### src/rtl/memaccess_engine_pkg.sv
// memaccess_engine_pkg
//   Shared types for the memory-access engine: the request opcode encoding,
//   the control FSM states, the externally visible mem_state codes, and small
//   helpers that decode an opcode into its "indirect" and "write" properties.
package memaccess_engine_pkg;

  // Request opcodes as presented on req_op.
  typedef enum logic [1:0] {
    OP_READ      = 2'b00,
    OP_READ_IND  = 2'b01,
    OP_WRITE     = 2'b10,
    OP_WRITE_IND = 2'b11
  } op_e;

  // Control FSM states.
  typedef enum logic [2:0] {
    ST_IDLE = 3'd0,
    ST_IND  = 3'd1,
    ST_RD   = 3'd2,
    ST_WR   = 3'd3,
    ST_RESP = 3'd4
  } state_e;

  // mem_state output encodings.
  localparam logic [1:0] MS_READ  = 2'b00;
  localparam logic [1:0] MS_WRITE = 2'b01;
  localparam logic [1:0] MS_IND   = 2'b10;
  localparam logic [1:0] MS_IDLE  = 2'b11;

  // Bit 1 of the opcode selects a store, bit 0 selects indirect addressing.
  function automatic logic op_is_write(input op_e op);
    return op[1];
  endfunction

  function automatic logic op_is_ind(input op_e op);
    return op[0];
  endfunction

  // IDLE and RESP both report as idle on mem_state.
  function automatic logic [1:0] mem_state_of(input state_e st);
    logic [1:0] ms;
    case (st)
      ST_RD:   ms = MS_READ;
      ST_WR:   ms = MS_WRITE;
      ST_IND:  ms = MS_IND;
      default: ms = MS_IDLE;
    endcase
    return ms;
  endfunction

endpackage

### src/rtl/memaccess_engine_timeout_ctr.sv
// memaccess_timeout_ctr
//   Per-access wait counter. It is cleared on entry to each access state and
//   counts cycles without an ack. expired is high while the count equals
//   TIMEOUT; the count then holds so expired stays asserted until cleared.
// Ports:
//   clock   rising-edge clock
//   reset   asynchronous active-low reset
//   clr     synchronous clear (entering an access state)
//   en      count enable (in an access state, no ack this cycle)
//   expired count has reached TIMEOUT
module memaccess_timeout_ctr #(
  parameter int TIMEOUT = 15
) (
  input  logic clock,
  input  logic reset,
  input  logic clr,
  input  logic en,
  output logic expired
);

  localparam int CW = $clog2(TIMEOUT + 1);

  logic [CW-1:0] count_q;
  logic [CW-1:0] count_d;

  assign expired = (count_q == CW'(TIMEOUT));

  // Clear has priority; counting stops once the limit is reached.
  always_comb begin
    count_d = count_q;
    if (clr) begin
      count_d = '0;
    end else if (en && !expired) begin
      count_d = count_q + CW'(1);
    end
  end

  always_ff @(posedge clock or negedge reset) begin
    if (!reset) begin
      count_q <= '0;
    end else begin
      count_q <= count_d;
    end
  end

endmodule

### src/rtl/memaccess_engine.sv
// memaccess_engine
//   Executes one load/store request at a time against a handshake data memory.
//   Indirect ops first read a pointer (IND), then perform the real access at
//   the pointer address. Each access waits for dmem_ack, bounded by a TIMEOUT
//   wait counter; a timeout aborts the whole op and reports resp_err.
//   All outputs come from registers or from decoding the state register.
// Ports:
//   clock, reset                 clock and asynchronous active-low reset
//   req_valid/req_op/req_addr/req_data, req_ready   request handshake
//   resp_valid/resp_data/resp_err                   one-cycle completion
//   mem_state                    current access kind (00 rd, 01 wr, 10 ind, 11 idle)
//   dmem_en/we/addr/din, dmem_dout/ack              data memory port
module memaccess_engine #(
  parameter int AW      = 16,
  parameter int DW      = 16,
  parameter int TIMEOUT = 15
) (
  input  logic          clock,
  input  logic          reset,
  input  logic          req_valid,
  input  logic [1:0]    req_op,
  input  logic [AW-1:0] req_addr,
  input  logic [DW-1:0] req_data,
  output logic          req_ready,
  output logic          resp_valid,
  output logic [DW-1:0] resp_data,
  output logic          resp_err,
  output logic [1:0]    mem_state,
  output logic          dmem_en,
  output logic          dmem_we,
  output logic [AW-1:0] dmem_addr,
  output logic [DW-1:0] dmem_din,
  input  logic [DW-1:0] dmem_dout,
  input  logic          dmem_ack
);

  import memaccess_engine_pkg::*;

  state_e        state_q, state_d;
  op_e           op_q, op_d;
  logic [AW-1:0] addr_q, addr_d;
  logic [DW-1:0] din_q, din_d;
  logic [DW-1:0] rdata_q, rdata_d;
  logic          err_q, err_d;

  logic in_access;
  logic ctr_clr;
  logic ctr_en;
  logic expired;

  assign in_access = (state_q == ST_IND) || (state_q == ST_RD) || (state_q == ST_WR);

  // Decoded outputs; dmem_ack only matters while an access is in flight.
  assign req_ready  = (state_q == ST_IDLE);
  assign resp_valid = (state_q == ST_RESP);
  assign resp_err   = err_q;
  assign resp_data  = rdata_q;
  assign mem_state  = mem_state_of(state_q);
  assign dmem_en    = in_access;
  assign dmem_we    = (state_q == ST_WR);
  assign dmem_addr  = addr_q;
  assign dmem_din   = din_q;

  // Next-state logic. An ack is checked before the timeout so that an ack in
  // the expiring cycle still completes normally.
  always_comb begin
    state_d = state_q;
    op_d    = op_q;
    addr_d  = addr_q;
    din_d   = din_q;
    rdata_d = rdata_q;
    err_d   = err_q;
    case (state_q)
      ST_IDLE: begin
        if (req_valid) begin
          op_d   = op_e'(req_op);
          addr_d = req_addr;
          din_d  = req_data;
          if (op_is_ind(op_e'(req_op))) begin
            state_d = ST_IND;
          end else if (op_is_write(op_e'(req_op))) begin
            state_d = ST_WR;
          end else begin
            state_d = ST_RD;
          end
        end
      end
      ST_IND: begin
        if (dmem_ack) begin
          addr_d  = dmem_dout[AW-1:0];
          state_d = op_is_write(op_q) ? ST_WR : ST_RD;
        end else if (expired) begin
          err_d   = 1'b1;
          state_d = ST_RESP;
        end
      end
      ST_RD: begin
        if (dmem_ack) begin
          rdata_d = dmem_dout;
          err_d   = 1'b0;
          state_d = ST_RESP;
        end else if (expired) begin
          err_d   = 1'b1;
          state_d = ST_RESP;
        end
      end
      ST_WR: begin
        if (dmem_ack) begin
          err_d   = 1'b0;
          state_d = ST_RESP;
        end else if (expired) begin
          err_d   = 1'b1;
          state_d = ST_RESP;
        end
      end
      ST_RESP: begin
        err_d   = 1'b0;
        state_d = ST_IDLE;
      end
      default: begin
        err_d   = 1'b0;
        state_d = ST_IDLE;
      end
    endcase
  end

  // The counter restarts whenever a new access state is entered (including
  // IND -> RD/WR), and counts only cycles that end without an ack.
  always_comb begin
    ctr_clr = (state_d != state_q) &&
              ((state_d == ST_IND) || (state_d == ST_RD) || (state_d == ST_WR));
    ctr_en  = in_access && !dmem_ack;
  end

  always_ff @(posedge clock or negedge reset) begin
    if (!reset) begin
      state_q <= ST_IDLE;
      op_q    <= OP_READ;
      addr_q  <= '0;
      din_q   <= '0;
      rdata_q <= '0;
      err_q   <= 1'b0;
    end else begin
      state_q <= state_d;
      op_q    <= op_d;
      addr_q  <= addr_d;
      din_q   <= din_d;
      rdata_q <= rdata_d;
      err_q   <= err_d;
    end
  end

  memaccess_timeout_ctr #(
    .TIMEOUT(TIMEOUT)
  ) u_timeout_ctr (
    .clock  (clock),
    .reset  (reset),
    .clr    (ctr_clr),
    .en     (ctr_en),
    .expired(expired)
  );

endmodule

### config.mk
export PLATFORM = sky130hd
export DESIGN_NAME = memaccess_engine
export DESIGN_NICKNAME = d
export VERILOG_FILES = /design/src/rtl/memaccess_engine_pkg.sv /design/src/rtl/memaccess_engine_timeout_ctr.sv /design/src/rtl/memaccess_engine.sv
export SDC_FILE = /design/constraint.sdc
export NUM_CORES = 1
export LEC_CHECK = 0
export BUFFER_PORTS_ARGS = -buffer_cell sky130_fd_sc_hd__buf_2
export CAP_MARGIN = 20
export CORE_ASPECT_RATIO = 1.75
export CORE_UTILIZATION = 40
export DETAILED_ROUTE_END_ITERATION = 16
export PLACE_DENSITY = 0.75
export SLEW_MARGIN = 20
export SYNTH_ARGS = -nofsm -noshare
export SYNTH_HDL_FRONTEND = slang
export SYNTH_SLANG_ARGS = --single-unit
export TNS_END_PERCENT = 1
### constraint.sdc
create_clock -name clock -period 1.64 [get_ports clock]
set_input_delay 0.164 -clock clock [delete_from_list [all_inputs] [get_ports clock]]
set_output_delay 0.164 -clock clock [all_outputs]
set_load 0.03 [all_outputs]
-- Word-level counts from Yosys, hierarchy flattened
Cells that the tools add are included.
- bits in read-only memories: 0
- register bits: 58
- bits in latches: 0
- logic and storage cells: 56
- output and inout bits: 55
- bits in writable memories: 0
- memories: 0
- bits of input ports: 54
- order comparisons: 0
- shift operators: 0
- equal/unequal tests: 12
- add/sub/neg operators: 1
- reductions and logical operators: 17
- multiplexer cells: 18
- div/mod/pow operators: 0
- bitwise operators: 1
- multipliers: 0
- operators with widths (cell ; count):
    $mux 16 ; 2
    $pmux 16 s2 ; 1
    $eq 3x2->1 const B ; 4
    $mux 3 ; 4
    $pmux 3 s3 ; 1
    $mux 4 ; 2
    $eq 3x1->1 const B ; 2
    $ne 2x2->1 const B ; 3
    $pmux 2 s3 ; 1
    $reduce_and 2->1 ; 3
    $mux 1 ; 5
    $add 4x1->4 const B ; 1
    $eq 4x4->1 const B ; 1
    $logic_or 1x1->1 ; 4
    $reduce_bool 2->1 ; 2
    $eq 3x3->1 const B ; 1
    $logic_and 1x1->1 ; 3
    $logic_not 3->1 ; 1
    $ne 3x3->1 ; 1
    $pmux 1 s3 ; 1
    $reduce_and 3->1 ; 1
    $logic_not 1->1 ; 2
    $mux 2 ; 1
    $reduce_or 2->1 ; 1
    $not 1->1 ; 1

-- Depth between registers and ports, before layout
- depth after elaboration: 9
- gate-level depth with buffers: 7
- mapped depth without buffers: 5

-- By module
A second synthesis with hierarchy kept.
- cell total of the unflattened synthesis: 219
- area, all modules: 2613.8 µm²
- modules (own cells, without submodules) (module ; cells an instance ; area each (µm²) ; instances ; seq. area each (µm²)):
    memaccess_engine ; 199 ; 2384.8 ; 1 ; 1326.3
    memaccess_timeout_ctr ; 20 ; 229.0 ; 1 ; 100.1

-- Worst setup path after synthesis
OpenSTA, ideal clock, no wires.
- kind: register to register
- start point: register state_q[2]
- end point: register rdata_q[10], in the netlist resp_data[10]
- stages on the path, launching flop included: 5
- setup time: 0.125 ns
- slack: -0.236 ns
- arrival: 1.751 ns
- cells stage by stage: dfrtp_1 -> nand2b_1 -> nor3_2 -> buf_2 -> mux2_2
- cells in the longest elaborated chain, start to end: 2
- RTL lines (what ; RTL line ; text):
    start, declared ; memaccess_engine.sv:39 ; state_e state_q, state_d;
    start signal, assigned ; memaccess_engine.sv:144 ; state_q <= state_d;
    $eq 3x2->1 ; memaccess_engine.sv:73 ; case (state_q)
    $reduce_and 2->1 (no source line) ; n/a ;
    end signal, assigned ; memaccess_engine.sv:148 ; rdata_q <= rdata_d;
    end, declared ; memaccess_engine.sv:43 ; logic [DW-1:0] rdata_q, rdata_d;
Every way passes these cells.
A chain may end at the register's enable or synchronous reset.

-- Worst setup path after layout
- start point: register u_timeout_ctr.count_q[0]
- end point: register u_timeout_ctr.count_q[1]
- cells in the longest elaborated chain, start to end: 9
- RTL lines (what ; RTL line ; text):
    start, declared ; memaccess_engine_timeout_ctr.sv:23 ; logic [CW-1:0] count_q;
    start signal, assigned ; memaccess_engine_timeout_ctr.sv:42 ; count_q <= count_d;
    $eq 4x4->1 ; memaccess_engine_timeout_ctr.sv:26 ; assign expired = (count_q == CW'(TIMEOUT));
    $mux 3 ; memaccess_engine.sv:92, memaccess_engine.sv:102, memaccess_engine.sv:111 ;
    $mux 3 (on tied branches) ; memaccess_engine.sv:98, memaccess_engine.sv:89 ;
    $pmux 3 s3 ; memaccess_engine.sv:73 ;
    $eq 3x1->1 or $eq 3x2->1 (tied branches) ; memaccess_engine.sv:131 ; ((state_d == ST_IND) || (state_d == ST_RD) || (state_d == ST_WR));
    $logic_or 1x1->1 (2 in series) ; memaccess_engine.sv:131 ;
    $logic_and 1x1->1 ; memaccess_engine.sv:130 ; ctr_clr = (state_d != state_q) &&
    $mux 4 or $reduce_bool 2->1 (tied branches) ; n/a ;
Parallel ways exist; a longest one is shown, timed or not. The select of a mux whose other input is x is not followed.

==> results.toml <==
[clock_tree]
h-tree-depth = 3
cts-root-buf = "clkbuf_8"
clock_sinks = 57
clk_latency_ns = 0.34
cts_tree = "done"
clock_path_buffers = 2
cts_buffers = 9
cts.reportedPaths.clkPinSlew_ns = 0.07

[finish]
post-route-util = 0.5751
regArea_um2 = 1429
drive_above_1_share = 0.6012
final_common_cell = "buf_2"
nets = 371
final_cell_mix = "106 x buf_2, 55 x dfrtp_1, 33 x mux2_2"
syn2layout_area_growth_pct = 39.14
multi_input_area_um2 = 1050
antenna_cells = 0
nFillCells = 528
finalNonFillerCells = 401

[sta]
layout_setup_ws_ns = 0.01534
period_share = 0.9906
drv_slew = 0
setup-violations-final = 0
fin_skew_ns = 0.006104
whs_ns = 0.05478
finalHoldViolations = 0
fmax_mhz = 615.5
slew_headroom = 0.7417
rsz0062_at_grt = "yes"
fin_crit_ns = 1.625
worst_slew_pin_slew_ns = 0.3844

[place]
hpwl_um = 4205
placedCellCount = 384
place.gp.congestion = 0.8045
post-place-ws_ns = 0.01785
port_buffers = 108

[pwr]
p_leak_nw = 1.701
pwr-share-clk = 0.194
p_int_mw = 4.659
total_power_mw = 8.141
seq_power_share = 0.300
vdd_drop_max_mv = 1.043
pwr-share-comb = 0.505
net-switching-power_mw = 3.482
p_per_area_nw_per_um2 = 2308
switching_share = 0.4277

[synthesis]
netlist-cell-type-count = 30
synth_area_per_cell_um2 = 13.13
synth-seq-cells = 57
seq_area_frac_synth = 0.5627
yosysWarnings = 0
syn_area_um2 = 2535
syn_inst = 193
syn_nets = 248

[drt]
ant_nets = 0
firstDrtPassIters = 13
drt_iter0_markers = 81
viasPerCell = 4.895
vias = 1963
drc = 2
wl_per_cell_um = 14.00
drt_wl_total_um = 5613

[setup_path]
cp_top_family = "flip-flops"
crit_path_max_incr_delay_ns = 0.40
cp_num_buf_inv = 0
crit_path_cell_trace = "ha_1 > a31o_2 > nor3_1 > mux2i_1 > nor2_1"
cp-start-kind = "flip-flop"
crit_fanout = 3
critPathKind = "reg -> reg"
reg2reg_slack_ns = 0.02
worst_r2r_endpoint = "u_timeout_ctr.count_q[1]"
cp.required_ns = 1.86
slowest_stage = "dfrtp_1"
crit_path_end_kind = "flip-flop"
worst_ep_arrival_time_ns = 1.85
r2r_cells = 5
reg2reg_from = "u_timeout_ctr.count_q[0]"

[global_routing]
track_usage = 0.1772
grt_pass1_wl_um = 8866
grt_max_degree = 58
globalRoute.totalOverflow = 0
antenna_found_initial = 0
grt_pass1_vias = 1997

[run]
drv_cap = 0

[hold_path]
min_to = "dmem_din[11]"
hp-class = "in -> reg"
worstHoldStart = "req_data[11]"
min_path_cells = 2

[floorplan]
core_um2 = 6133
die_w_um = 62.18
fp-row-count = 38
die_area_um2 = 6672
initial_core_util = 0.4133
chipHeight_um = 107.3
io_pins = 109

[run_status]
violations = "design-rule violations"
status = "finished, violations left"
worst reg2reg max path, stage by stage, from the launching register on:
cell and delay (ns):
dfrtp_1 0.40, ha_1 0.23, a31o_2 0.27, nor3_1 0.31, mux2i_1 0.25, nor2_1 0.05
worst max path at each step:
| stage | startpoint | to | slack, ns | depth (start not counted) |
|---|---|---|---|---|
| floorplan | state_q[0] | dmem_addr[0] | -0.09 | 6 |
| global placement | state_q[0] | dmem_addr[13] | 0.08 | 4 |
| detailed placement | state_q[0] | dmem_addr[10] | 0.02 | 4 |
| CTS | u_timeout_ctr.count_q[0] | u_timeout_ctr.count_q[1] | 0.02 | 5 |
| global route | u_timeout_ctr.count_q[0] | u_timeout_ctr.count_q[1] | -0.06 | 5 |
| finish | u_timeout_ctr.count_q[0] | u_timeout_ctr.count_q[1] | 0.02 | 5 |
power groups by stage:
| stage | clock [mW] | sequential, mW | combinational [mW] |
|---|---|---|---|
| after floorplan | 0 | 3.62 | 1.78 |
| after CTS | 1.63 | 2.45 | 4.11 |
| after global routing | 1.69 | 2.52 | 4.36 |
| after detailed placement | 0 | 2.47 | 4.08 |
| after global placement | 0 | 2.44 | 4.03 |
| final | 1.58 | 2.44 | 4.11 |
flip-flops by register name, indices dropped and copies added (netlist names):
signal and flops:
op_q 1, dmem_din 16, dmem_addr 16, resp_data 16, resp_err 1, state_q 3
u_timeout_ctr.count_q 4
cells by family (layout without fill, tap and decap cells):
logic type               after synthesis  after routing  synth area share
AND/OR/NAND/NOR                       42             42           0.09428
adder cells (fa/ha/maj)                1              1          0.004935
XOR/XNOR                               4              4           0.01382
multiplexers                          50             50            0.2137
AO/OA/AOI/OAI                         26             26           0.07453
flip-flops                            57             57            0.5627
buffers and inverters                 13            141           0.03603
cells in the mapped netlist:
cell       n  area (um2)
a211o_1    1       8.760
a21oi_1    2       10.01
a31o_2     1       8.760
a31oi_1    2       12.51
and2_1     1       6.260
and2_4     1       8.760
buf_12     1       20.02
buf_2      3       15.01
buf_6      3       33.78
clkbuf_1   3       11.26
dfrtp_1   57        1426
ha_1       1       12.51
inv_1      3       11.26
mux2_2    33       371.6
mux2i_1   17       170.2
nand2_1    2       7.510
nand2b_1   2       12.51
nand3_1   19       95.09
nor2_1     8       30.03
nor3_1     4       20.02
nor3_2     2       20.02
nor4_1     1       6.260
nor4b_4    1       23.77
o21ai_0    7       35.03
o21ai_2   11       96.34
o21ba_2    1       10.01
o31ai_1    1       7.510
or3b_1     1       8.760
xnor2_1    2       17.52
xor2_1     2       17.52
metrics by stage:
| step | cell area (um2) | TNS, ns |
|---|---|---|
| 3_3_place_gp | 3246 | 0 |
| 2_1_floorplan | 2552 | -2.215 |
| 6_report | 3527 | 0 |
| 5_1_grt | 3527 | -0.1272 |
| 3_5_place_dp | 3246 | 0 |
| 4_1_cts | 3506 | 0 |
repair_timing:
action / CTS / global route
setup buffers: 0 / 0
hold buffers: 1 / 0
gates resized for setup: 3 / 11
endpoints found under the setup margin: 2 / 19
hold endpoints to repair: 57 / 0
layer usage:
layer  vias to the layer above  global-route usage  share of wire
li1                        938                   -              -
met2                        63              0.3242           0.56
met5                         -                   0              0
met3                        12             0.04873          0.046
met4                         0              0.1163          0.027
met1                       950              0.1715           0.37
area by class of cell:
cell class / count / share of cell area
clock buffer: 10 / 0.03902
multi-input combinational: 123 / 0.2976
inverter: 3 / 0.003193
tap: 80 / 0.02838
timing repair buffer: 122 / 0.1969
clock inverter: 6 / 0.02980
sequential: 57 / 0.4051
Note: power is estimated with default switching activity, not from simulation.
